`src/rtl/secure_xfer_sequencer.sv`:
```
// Command sequencer driving the memory -> security -> register datapath (FILL and COPY).
// Optional build macro SEQ_ABORT_EN adds an abort input that ends FILL/COPY early with err.
module secure_xfer_sequencer #(
  parameter int         MEM_RD_LAT = 1,
  parameter logic [9:0] PARK_REG   = 10'd0
) (
  input  logic        clk,
  input  logic        rst_n,
  input  logic        cmd_valid,
  output logic        cmd_ready,
  input  logic        cmd_op,
  input  logic [9:0]  cmd_src,
  input  logic [9:0]  cmd_dst,
  input  logic [9:0]  cmd_len,
  input  logic        cmd_encrypt,
  input  logic        wr_valid,
  output logic        wr_ready,
  input  logic [31:0] wr_data,
`ifdef SEQ_ABORT_EN
  input  logic        abort,
`endif
  output logic        mem_write,
  output logic [9:0]  mem_address,
  output logic [31:0] mem_write_data,
  output logic [9:0]  reg_address,
  output logic        encryption_on,
  output logic        busy,
  output logic        done,
  output logic        err
);

  typedef enum logic [2:0] {IDLE, FILL, COPY, DRAIN, FIN} state_t;

  state_t      state_reg;
  logic [9:0]  remain_reg;
  logic [9:0]  fill_addr_reg;
  logic [9:0]  rd_dst_reg;
  logic [2:0]  drain_reg;
  logic        aborted_reg;
  logic        pipe_v_reg [MEM_RD_LAT];
  logic [9:0]  pipe_a_reg [MEM_RD_LAT];

  logic        abort_hit;
  logic        push;
  logic        cmd_bad;
  logic [10:0] src_end;
  logic [10:0] dst_end;

`ifdef SEQ_ABORT_EN
  assign abort_hit = abort;
`else
  assign abort_hit = 1'b0;
`endif

  assign src_end = {1'b0, cmd_src} + {1'b0, cmd_len};
  assign dst_end = {1'b0, cmd_dst} + {1'b0, cmd_len};
  assign cmd_bad = (cmd_len == 10'd0) || (src_end > 11'd1024) ||
                   (!cmd_op && (dst_end > 11'd1024));

  // A read issued in the abort cycle is dropped so its register is never written.
  assign push        = (state_reg == COPY) && !abort_hit;
  assign reg_address = pipe_v_reg[MEM_RD_LAT-1] ? pipe_a_reg[MEM_RD_LAT-1] : PARK_REG;

  always_ff @(posedge clk or negedge rst_n) begin
    if (!rst_n) begin
      for (int i = 0; i < MEM_RD_LAT; i++) begin
        pipe_v_reg[i] <= 1'b0;
        pipe_a_reg[i] <= '0;
      end
    end else begin
      pipe_v_reg[0] <= push;
      pipe_a_reg[0] <= rd_dst_reg;
      for (int i = 1; i < MEM_RD_LAT; i++) begin
        pipe_v_reg[i] <= pipe_v_reg[i-1];
        pipe_a_reg[i] <= pipe_a_reg[i-1];
      end
    end
  end

  always_ff @(posedge clk or negedge rst_n) begin
    if (!rst_n) begin
      state_reg      <= IDLE;
      cmd_ready      <= 1'b1;
      wr_ready       <= 1'b0;
      mem_write      <= 1'b0;
      mem_address    <= '0;
      mem_write_data <= '0;
      encryption_on  <= 1'b0;
      busy           <= 1'b0;
      done           <= 1'b0;
      err            <= 1'b0;
      remain_reg     <= '0;
      fill_addr_reg  <= '0;
      rd_dst_reg     <= '0;
      drain_reg      <= '0;
      aborted_reg    <= 1'b0;
    end else begin
      mem_write <= 1'b0;
      case (state_reg)
        IDLE: ;
        FILL: begin
          if (abort_hit) begin
            state_reg <= FIN;
            wr_ready  <= 1'b0;
            busy      <= 1'b0;
            cmd_ready <= 1'b1;
            done      <= 1'b1;
            err       <= 1'b1;
          end else if (wr_valid) begin
            mem_write      <= 1'b1;
            mem_address    <= fill_addr_reg;
            mem_write_data <= wr_data;
            fill_addr_reg  <= fill_addr_reg + 10'd1;
            remain_reg     <= remain_reg - 10'd1;
            if (remain_reg == 10'd1) begin
              state_reg <= FIN;
              wr_ready  <= 1'b0;
              busy      <= 1'b0;
              cmd_ready <= 1'b1;
              done      <= 1'b1;
              err       <= 1'b0;
            end
          end
        end
        COPY: begin
          if (abort_hit || remain_reg == 10'd0) begin
            state_reg   <= DRAIN;
            drain_reg   <= 3'(MEM_RD_LAT - 1);
            aborted_reg <= abort_hit;
          end else begin
            mem_address <= mem_address + 10'd1;
            rd_dst_reg  <= rd_dst_reg + 10'd1;
            remain_reg  <= remain_reg - 10'd1;
          end
        end
        DRAIN: begin
          if (drain_reg == 3'd0) begin
            state_reg <= FIN;
            busy      <= 1'b0;
            cmd_ready <= 1'b1;
            done      <= 1'b1;
            err       <= aborted_reg;
          end else begin
            drain_reg <= drain_reg - 3'd1;
          end
        end
        FIN: begin
          state_reg <= IDLE;
          done      <= 1'b0;
          err       <= 1'b0;
        end
        default: state_reg <= IDLE;
      endcase

      // cmd_ready is high in IDLE and FIN, so a new command may land on the done cycle.
      if (cmd_valid && cmd_ready) begin
        if (cmd_bad) begin
          state_reg <= FIN;
          done      <= 1'b1;
          err       <= 1'b1;
        end else begin
          busy          <= 1'b1;
          cmd_ready     <= 1'b0;
          encryption_on <= cmd_encrypt;
          if (cmd_op) begin
            state_reg     <= FILL;
            wr_ready      <= 1'b1;
            fill_addr_reg <= cmd_src;
            remain_reg    <= cmd_len;
          end else begin
            state_reg   <= COPY;
            mem_address <= cmd_src;
            rd_dst_reg  <= cmd_dst;
            remain_reg  <= cmd_len - 10'd1;
          end
        end
      end
    end
  end

endmodule

```
`config.mk`:
```
export PLATFORM = sky130hd
export DESIGN_NAME = secure_xfer_sequencer
export DESIGN_NICKNAME = d
export VERILOG_FILES = /design/src/rtl/secure_xfer_sequencer.sv
export SDC_FILE = /design/constraint.sdc
export NUM_CORES = 1
export LEC_CHECK = 0
export CORE_ASPECT_RATIO = 0.5
export CORE_MARGIN = 5
export CORE_UTILIZATION = 51
export CTS_CLUSTER_DIAMETER = 50
export DETAILED_ROUTE_END_ITERATION = 16
export GPL_TIMING_DRIVEN = 0
export MAX_ROUTING_LAYER = met4
export PLACE_DENSITY = 0.8
export SLEW_MARGIN = 10
export SYNTH_ARGS = -nofsm -noshare
export SYNTH_HDL_FRONTEND = slang
export SYNTH_SLANG_ARGS = --single-unit
```
`constraint.sdc`:
```
create_clock -name clk -period 3 [get_ports clk]
set_clock_uncertainty 0.05 [all_clocks]
set_input_delay 0.6 -clock clk [delete_from_list [all_inputs] [get_ports clk]]
set_output_delay 0.6 -clock clk [all_outputs]
set_load 0.1 [all_outputs]
```
# Word-level counts from Yosys, hierarchy flattened
# Index checks and enable logic that the tools add are counted.
[word_totals]
reg_bits = 96
input_bits = 68
out_inout_bits = 59
[op_classes]
addsub = 8
n_lt_le_gt_ge = 2
n_eq_ne = 12
mux = 66
bitwise_logic = 1
reduce_logical = 14
[ops]
columns = ["cell", "count"]
rows = [
  ["$mux 10", 21],
  ["$pmux 10 s2", 2],
  ["$add 10x1->10 const B", 3],
  ["$mux 1", 28],
  ["$mux 3", 8],
  ["$add 10x10->11", 2],
  ["$gt 11x11->1 const B", 2],
  ["$logic_not 10->1", 2],
  ["$sub 10x1->10 const B", 2],
  ["$pmux 3 s4", 1],
  ["$eq 10x1->1 const B", 1],
  ["$ne 3x3->1 const B", 3],
  ["$eq 3x2->1 const B", 2],
  ["$logic_not 3->1", 2],
  ["$pmux 1 s3", 2],
  ["$pmux 3 s2", 1],
  ["$reduce_and 5->1", 1],
  ["$ne 2x2->1 const B", 2],
  ["$pmux 1 s2", 2],
  ["$reduce_and 2->1", 2],
  ["$eq 3x1->1 const B", 1],
  ["$eq 3x3->1 const B", 1],
  ["$ne 3x1->1 const B", 1],
  ["$reduce_and 3->1", 1],
  ["8 further kinds", 10],
]

# Depth between registers and ports, before layout
# Gate-level depths: netlist of the first run.
[depth]
depth_word = 7
ltp_mapped = 12

# Worst setup path after synthesis of the first run
# OpenSTA, ideal clock, no wires.
[synth_timing]
kind = "input -> register"
from = "in cmd_src[0]"
to = "reg fill_addr_reg[2]"
setup_time_ns = 0.125
arrival_time_ns = 3.119
t_required_ns = 2.825
setup_slack_ns = -0.294
cell_stages = 12
path_buffers = 1
cell_sequence = "ha_1 -> inv_1 -> fa_1 -> xor2_1 -> nand3b_1 -> a2111oi_0 -> o2111ai_1 -> nor4_2 -> o21ai_2 -> or3_4 -> buf_6 -> mux2_4"
[synth_between]
elab_chain_cells = 6
[synth_lines]
columns = ["element", "line", "rtl"]
rows = [
  ["start, declared", "12", "input logic [9:0] cmd_src,"],
  ["$add 10x10->11", "55", "assign src_end = {1'b0, cmd_src} + {1'b0, cmd_len};"],
  ["$gt 11x11->1", "57", "assign cmd_bad = (cmd_len == 10'd0) || (src_end > 11'd1024) ||"],
  ["$logic_or 1x1->1 (2 in series)", "57", ""],
  ["$mux 10", "157", "if (cmd_bad) begin"],
  ["$mux 10", "156", "if (cmd_valid && cmd_ready) begin"],
  ["end signal, assigned", "113", "fill_addr_reg <= fill_addr_reg + 10'd1;"],
  ["end signal, assigned", "168", "fill_addr_reg <= cmd_src;"],
  ["end, declared", "36", "logic [9:0] fill_addr_reg;"],
]
# No other way between the ends.
# A chain may end at the register's enable or synchronous reset.

# Final worst setup path of the first run
[layout_timing]
from = "in cmd_len[0]"
to = "reg rd_dst_reg[9]"
[layout_between]
elab_chain_cells = 6
elab_cells_between_ends = 10
cone_classes = "2 x add/sub; 2 x order compare; 2 x mux; 4 x reduce/logical"
[layout_lines]
columns = ["element", "line", "rtl"]
rows = [
  ["start, declared", "14", "input logic [9:0] cmd_len,"],
  ["$add 10x10->11 (on tied branches)", "55, 56", ""],
  ["$gt 11x11->1 (on tied branches)", "57, 58", ""],
  ["$logic_or 1x1->1 or $logic_and 1x1->1 (tied branches)", "57, 58", ""],
  ["$logic_or 1x1->1 *", "57", ""],
  ["$mux 10 *", "157", ""],
  ["$mux 10 *", "156", ""],
  ["end signal, assigned", "132", "rd_dst_reg <= rd_dst_reg + 10'd1;"],
  ["end signal, assigned", "173", "rd_dst_reg <= cmd_dst;"],
  ["end, declared", "37", "logic [9:0] rd_dst_reg;"],
]
# Every way passes the cells marked *; elsewhere a longest branch is shown, timed or not.

==> results of run 1 <==
[power breakdown]
| group | leakage (nW) | switching, mW | internal (mW) | total (mW) |
|---|---|---|---|---|
| clock network | 0.133 | 0.559 | 0.577 | 1.14 |
| logic | 2.21 | 4.00 | 1.98 | 5.98 |
| registers | 1.16 | 0.490 | 1.93 | 2.42 |
| total | 3.50 | 5.05 | 4.49 | 9.54 |
[routing by layer]
layer | track usage, % | part of all wire [%] | vias up
li1 | - | - | 2346
met1 | 31.1 | 42 | 2590
met2 | 41.9 | 48 | 240
met3 | 6.36 | 6.5 | 64
met4 | 10.9 | 3.4 | 0
met5 | - | 0 | -
[final timing paths]
| check | end | slack, ps | cells after the start |
|---|---|---|---|
| max in group asynchronous | mem_write_data[19] | 2100 | 2 |
| max reg2reg | mem_address[8] | 40 | 10 |
| min | pipe_a_reg[3] | 140 | 1 |
| max | rd_dst_reg[9] | -240 | 15 |
| min in group clk | pipe_a_reg[9] | 360 | 0 |
| min reg2reg | pipe_a_reg[9] | 360 | 0 |
[layout by cell type, fill, tap and decap left out, types with 10 or more instances in the layout]
cell type        synthesis  layout
ha_1                    29      11
xor2_1                  14      14
mux2_4                   7      26
dfrtp_1                 95      95
buf_6                    2      10
nand3_1                 22      22
inv_1                   21      16
dlygate4sd2_1            0      10
and2_1                  12      12
nor2_1                  20      17
ha_4                     0      17
buf_4                    1      35
xnor2_1                 25      25
mux2_2                  37      34
nand2_1                 35      33
a21oi_1                 18      15
clkdlybuf4s50_1          0      95
nor3_1                  13      12
mux2i_1                 15      12
o21ai_0                 23      21
[logic make-up (layout without fill, tap and decap cells)]
family | after synthesis | in the layout | share of synthesized area [%]
buffers and inverters | 36 | 223 | 2.71
adder cells (fa/ha/maj) | 31 | 31 | 6.97
multiplexers | 78 | 78 | 15.3
flip-flops | 96 | 96 | 41.6
AND/OR/NAND/NOR | 158 | 158 | 15.1
XOR/XNOR | 39 | 39 | 5.91
AO/OA/AOI/OAI | 103 | 103 | 12.4
[final cells by class]
class / count / area share, %
Buffer: 14 / 1.30
Timing Repair Buffer: 171 / 19.4
Multi-Input combinational cell: 409 / 44.4
Inverter: 22 / 1.01
Clock inverter: 6 / 0.608
Tap cell: 145 / 2.15
Clock buffer: 10 / 2.71
Sequential cell: 96 / 28.5
[Yosys cell counts, types with 4 or more instances]
| cell type | count |
|---|---|
| dfrtp_1 | 95 |
| mux2_2 | 37 |
| nand2_1 | 35 |
| ha_1 | 29 |
| xnor2_1 | 25 |
| o21ai_0 | 23 |
| nand3_1 | 22 |
| inv_1 | 21 |
| nor2_1 | 20 |
| mux2_1 | 19 |
| a21oi_1 | 18 |
| mux2i_1 | 15 |
| xor2_1 | 14 |
| nor3_1 | 13 |
| and2_1 | 12 |
| nand2b_1 | 10 |
| a21o_1 | 9 |
| and3_1 | 8 |
| clkbuf_1 | 7 |
| mux2_4 | 7 |
| nor2b_1 | 7 |
| a31oi_1 | 6 |
| o211ai_1 | 6 |
| nand4_1 | 4 |
| o2111ai_1 | 4 |
[timing repair]
action | 4_1_cts | 5_1_grt
gates cloned | 2 | 0
resized for setup | 168 | 49
pin swaps | 24 | 18
endpoints found under the setup margin | 49 | 75
buffers inserted | 35 | 8
[stage by stage]
step | instance area [µm²] | cells | total power [mW] | worst slack [ps] | TNS, ps
2_1_floorplan | 5840 | 541 | 6.62 | -149 | -3840
5_1_grt | 8440 | 873 | 9.96 | -308 | -10520
4_1_cts | 8240 | 866 | 9.39 | -244 | -6120
3_3_place_gp | 7280 | 812 | 7.87 | -2340 | -282240
3_5_place_dp | 7310 | 813 | 8.00 | -1280 | -61970
6_report | 8440 | 873 | 9.54 | -244 | -8000
==> impl_metrics.json, run 1 <==
{
  "hp-class": "in2async",
  "synth_edf_count": 0,
  "drive_gt1_share_pct": 29.3,
  "wirelength_mm": 17.8,
  "final.min_clock_period_ps": 3240,
  "start_kind": "input pin",
  "synth-seq-cells": 96,
  "critPathLaunch": "cmd_len[0]",
  "ys_warn_count": 0,
  "area_growth_pct": 46.0,
  "cp_slowest_stage_delay_ps": 420,
  "utilization_pct": 76.4,
  "syn_avg_cell_area_um2": 10.7,
  "h-tree-depth": 3,
  "powerDensity_nw_per_um2": 1130,
  "design.die.area_um2": 13700,
  "multi_input_area_um2": 3740,
  "async_flop_share_pct": 100,
  "seq_area_um2": 2400,
  "worstReg2RegStart": "remain_reg[3]",
  "syn-cell-area_um2": 5780,
  "grt_pass1_vias": 5205,
  "track_usage_pct": 25.8,
  "cp_max_fo": 5,
  "cts_tree": "yes",
  "crit_type": "in2reg",
  "io_buffer_count": 126,
  "first_iter_violations": 482,
  "synth.area.top_cells": "dfrtp_1 (41%), mux2_2 (7.2%), ha_1 (6.3%)",
  "post-route-drc-count": 0,
  "rsz0062_at_grt": "true",
  "leakage_nw": 3.50,
  "min_period_over_period_pct": 108,
  "fillers": 716,
  "path_cells": "buf_12 > ha_4 > inv_4 > fa_2 > nor2b_4 > o311ai_0 > a211oi_2 > o2111ai_1 > nor4_2 > o21ai_2 > buf_4 > nor3_4 > buf_6 > buf_8 > mux2_4",
  "largest_reg_flops": 32,
  "worstSetupEndpointType": "register",
  "ys_seq_area_share_pct": 41.6,
  "clock.fmax_mhz": 308,
  "yosys.area.top_type_share_pct": 41.1,
  "num-nets-final": 822,
  "grt_overflow_total": 0,
  "die_y_um": 85.3,
  "cap_violations": 0,
  "cp_top_family": "compound AO/OA/AOI/OAI gates",
  "grt_start_max_net_pins": 65,
  "coreArea_um2": 11000,
  "yosys.area.top_type": "dfrtp_1",
  "slowest_stage": "fa_2",
  "required_ps": 3180,
  "postCtsHoldBufs": 0,
  "clockBufferDepth": 2,
  "syn_inst": 541,
  "synth_nets": 640,
  "cts-root-buf": "clkbuf_16",
  "gp_congestion": 0.885,
  "grt_pass1_wl_mm": 27.6,
  "firstDrtPassIters": 5,
  "dp_hpwl_mm": 11.3,
  "via_per_inst": 6.00,
  "final-setup-viol-count": 46,
  "num_vias": 5240,
  "critPathBufInv": 5,
  "clkLatencyLatePin_ps": 350,
  "ant_nets": 0,
  "antenna_cells": 0,
  "cts_buffers": 9,
  "vdd_drop_max_mv": 0.744,
  "path_clk_slew_ps": 70,
  "violations": "setup timing",
  "wl_per_cell_um": 20.4,
  "initial_utilization_pct": 52.3,
  "yosysUniqueCellTypes": 74,
  "regMostFlops": "mem_write_data",
  "worst_pin_slew_ps": 1040,
  "ios": 127,
  "whs_ps": 141,
  "finalWorstSetupSlack_ps": -244,
  "antenna_found_initial": 0,
  "relSlewSlack_pct": 30.4,
  "num_rows": 27,
  "die_x_um": 161,
  "slew_viol_final": 0,
  "outcome": "complete, but fails checks",
  "hold_viol": 0,
  "clock-sinks": 96,
  "ys.flop_type": "dfrtp_1",
  "arrival_ps": 3430
}
No activity file was read; power rests on OpenSTA's default activity.
==> run 2: changes to the inputs <==
--- a/config.mk
+++ b/config.mk
@@ -5,6 +5,7 @@
 export SDC_FILE = /design/constraint.sdc
 export NUM_CORES = 1
 export LEC_CHECK = 0
+export ABC_AREA = 0
 export CORE_ASPECT_RATIO = 0.5
 export CORE_MARGIN = 5
 export CORE_UTILIZATION = 51
==> results of run 2 <==
The final DEF is identical to that of run 1; final timing and power are the same.
==> run 3: changes to the inputs <==
==> constraint.sdc (replaced) <==
create_clock -name clk -period 3 [get_ports clk]
set_clock_uncertainty 0.05 [all_clocks]
set_input_delay 0.3 -clock clk [delete_from_list [all_inputs] [get_ports clk]]
set_output_delay 0.3 -clock clk [all_outputs]
set_load 0.1 [all_outputs]
==> run 3 against run 2 <==
Effect of this change: the flow still finishes with violations (setup timing); count of clock-buffer cells in the layout up 1; flip-flop and latch count did not move; via count shrank 4.6%; combinational power fell by 3%; critical path depth decreased by 3; sequential power hardly changed; utilization fell by 3.3 points; global-route usage fell by 0.94 points; maximum frequency up 7.0%; largest cell class unchanged.
==> impl_metrics.json, run 3 (same netlist as run 1, synthesis figures left out) <==
{
  "worstSetupEndpointType": "register",
  "leakage_nw": 3.34,
  "outcome": "complete, but fails checks",
  "wl_per_cell_um": 19.8,
  "design.die.area_um2": 13700,
  "setup-tns-final_ps": -170,
  "coreArea_um2": 11000,
  "antenna_found_initial": 0,
  "hold_viol": 0,
  "track_usage_pct": 24.9,
  "required_ps": 3170,
  "drive_gt1_share_pct": 22.7,
  "cap_violations": 0,
  "area_growth_pct": 39.7,
  "grt_overflow_total": 0,
  "slew_viol_final": 0,
  "finalWorstSetupSlack_ps": -33.0,
  "relSlewSlack_pct": 30.4,
  "die_y_um": 85.3,
  "cp_max_fo": 3,
  "clock-sinks": 96,
  "cts-root-buf": "clkbuf_16",
  "ios": 127,
  "crit_type": "in2reg",
  "wirelength_mm": 16.9,
  "cp_slowest_stage_delay_ps": 420,
  "reg2reg_depth": 9,
  "grt_pass1_vias": 5171,
  "critPathBufInv": 3,
  "slowest_stage": "or3_4",
  "clock.fmax_mhz": 330,
  "setup.reg_to_reg.worst_slack_ps": 140,
  "r2r-end": "rd_dst_reg[5]",
  "h-tree-depth": 3,
  "grt_start_max_net_pins": 62,
  "critPathCapture": "fill_addr_reg[0]",
  "path_clk_slew_ps": 60,
  "cts_buffers": 9,
  "largest_reg_flops": 32,
  "start_kind": "input pin",
  "path_cells": "clkdlybuf4s15_1 > inv_2 > fa_2 > xor2_1 > nand3b_1 > a2111oi_2 > o2111ai_1 > nor4_2 > o21ai_2 > or3_4 > buf_4 > mux2_1",
  "first_iter_violations": 450,
  "clockBufferDepth": 2,
  "firstDrtPassIters": 5,
  "dp_hpwl_mm": 11.4,
  "final_cell_mix": "clkdlybuf4s50_1 (99), dfrtp_1 (95), mux2_2 (36)",
  "num_rows": 27,
  "arrival_ps": 3200,
  "vdd_drop_max_mv": 0.800,
  "antenna_cells": 0,
  "min_period_over_period_pct": 101,
  "critPathLaunch": "cmd_src[1]",
  "utilization_pct": 73.1,
  "final.min_clock_period_ps": 3030,
  "grt_pass1_wl_mm": 26.7,
  "violations": "setup timing",
  "gp_congestion": 0.916,
  "final-setup-viol-count": 9,
  "io_buffer_count": 126,
  "hp-class": "in2reg",
  "post-route-drc-count": 0,
  "placed_cells": 813,
  "path_depth": 12,
  "worst_pin_slew_ps": 1040,
  "num-nets-final": 802,
  "worstReg2RegStart": "remain_reg[2]",
  "final_common_cell": "clkdlybuf4s50_1",
  "die_x_um": 161,
  "ant_nets": 0,
  "powerDensity_nw_per_um2": 1160,
  "initial_utilization_pct": 52.3,
  "num_vias": 4999,
  "clkLatencyLatePin_ps": 340,
  "cp_top_family": "simple AND/OR/NAND/NOR gates",
  "finalNonFillerCells": 853,
  "via_per_inst": 5.86,
  "regMostFlops": "mem_write_data",
  "cts_tree": "yes",
  "hold_depth": 2
}
-- run 3: where the power goes --
part	total, mW	internal [mW]	switching [mW]	leakage (nW)
registers	2.43	1.93	0.498	1.16
clock network	1.08	0.570	0.510	0.124
logic	5.82	1.87	3.95	2.06
total	9.33	4.37	4.96	3.34
-- run 3: worst min path at each step --
stage / start / to / slack, ps
floorplan: rst_n / busy / -50
global placement: rd_dst_reg[7] / pipe_a_reg[7] / 350
detailed placement: rst_n / pipe_a_reg[7] / 250
CTS: cmd_src[0] / fill_addr_reg[0] / 150
global route: cmd_src[0] / mem_address[0] / 170
finish: cmd_src[0] / fill_addr_reg[0] / 160
-- run 3: layout make-up --
type / instances / area [µm²]
plain buffers: 14 / 109
flip-flops and latches: 96 / 2400
multi-input cells: 409 / 3540
well taps: 145 / 181
inverters: 22 / 82.6
clock inverters: 5 / 42.5
repair buffers: 151 / 1490
clock buffers: 11 / 233
fillers: 767 / 2970
-- run 3: through the flow --
step	cell area [µm²]	power (mW)	setup WS, ps	hold slack (ps)
6_report	8080	9.33	-33.0	163
5_1_grt	8080	9.77	-113	169
4_1_cts	7950	9.26	-3.65	150
3_5_place_dp	7250	8.00	-1140	255
3_3_place_gp	7220	7.86	-2010	348
2_1_floorplan	5780	6.61	6.01	-45.6
-- run 3: worst register-to-register path, cell delays in order (launching register included) --
cell	delay (ps)
dfrtp_1	410
or3_1	120
clkbuf_1	300
nor4_4	100
and2_1	230
nor2_1	600
and3_1	370
nand4_1	150
xnor2_1	150
mux2_1	270
-- run 3: timing repair --
item	in CTS	in global routing
setup buffers	17	3
gates resized for setup	112	37
endpoints found under the setup margin	49	72
gates cloned	2	1
hold buffers	1	0
hold endpoints to repair	34	0
pin swaps	17	16
-- run 3: per-layer routing --
layer  track usage, %  vias up  routed length, µm
met5                -        -                  0
met4             7.03        0                342
met3             5.92       39               1070
met2             43.0      196               8350
met1             29.4     2453               7160
li1                 -     2311                  -
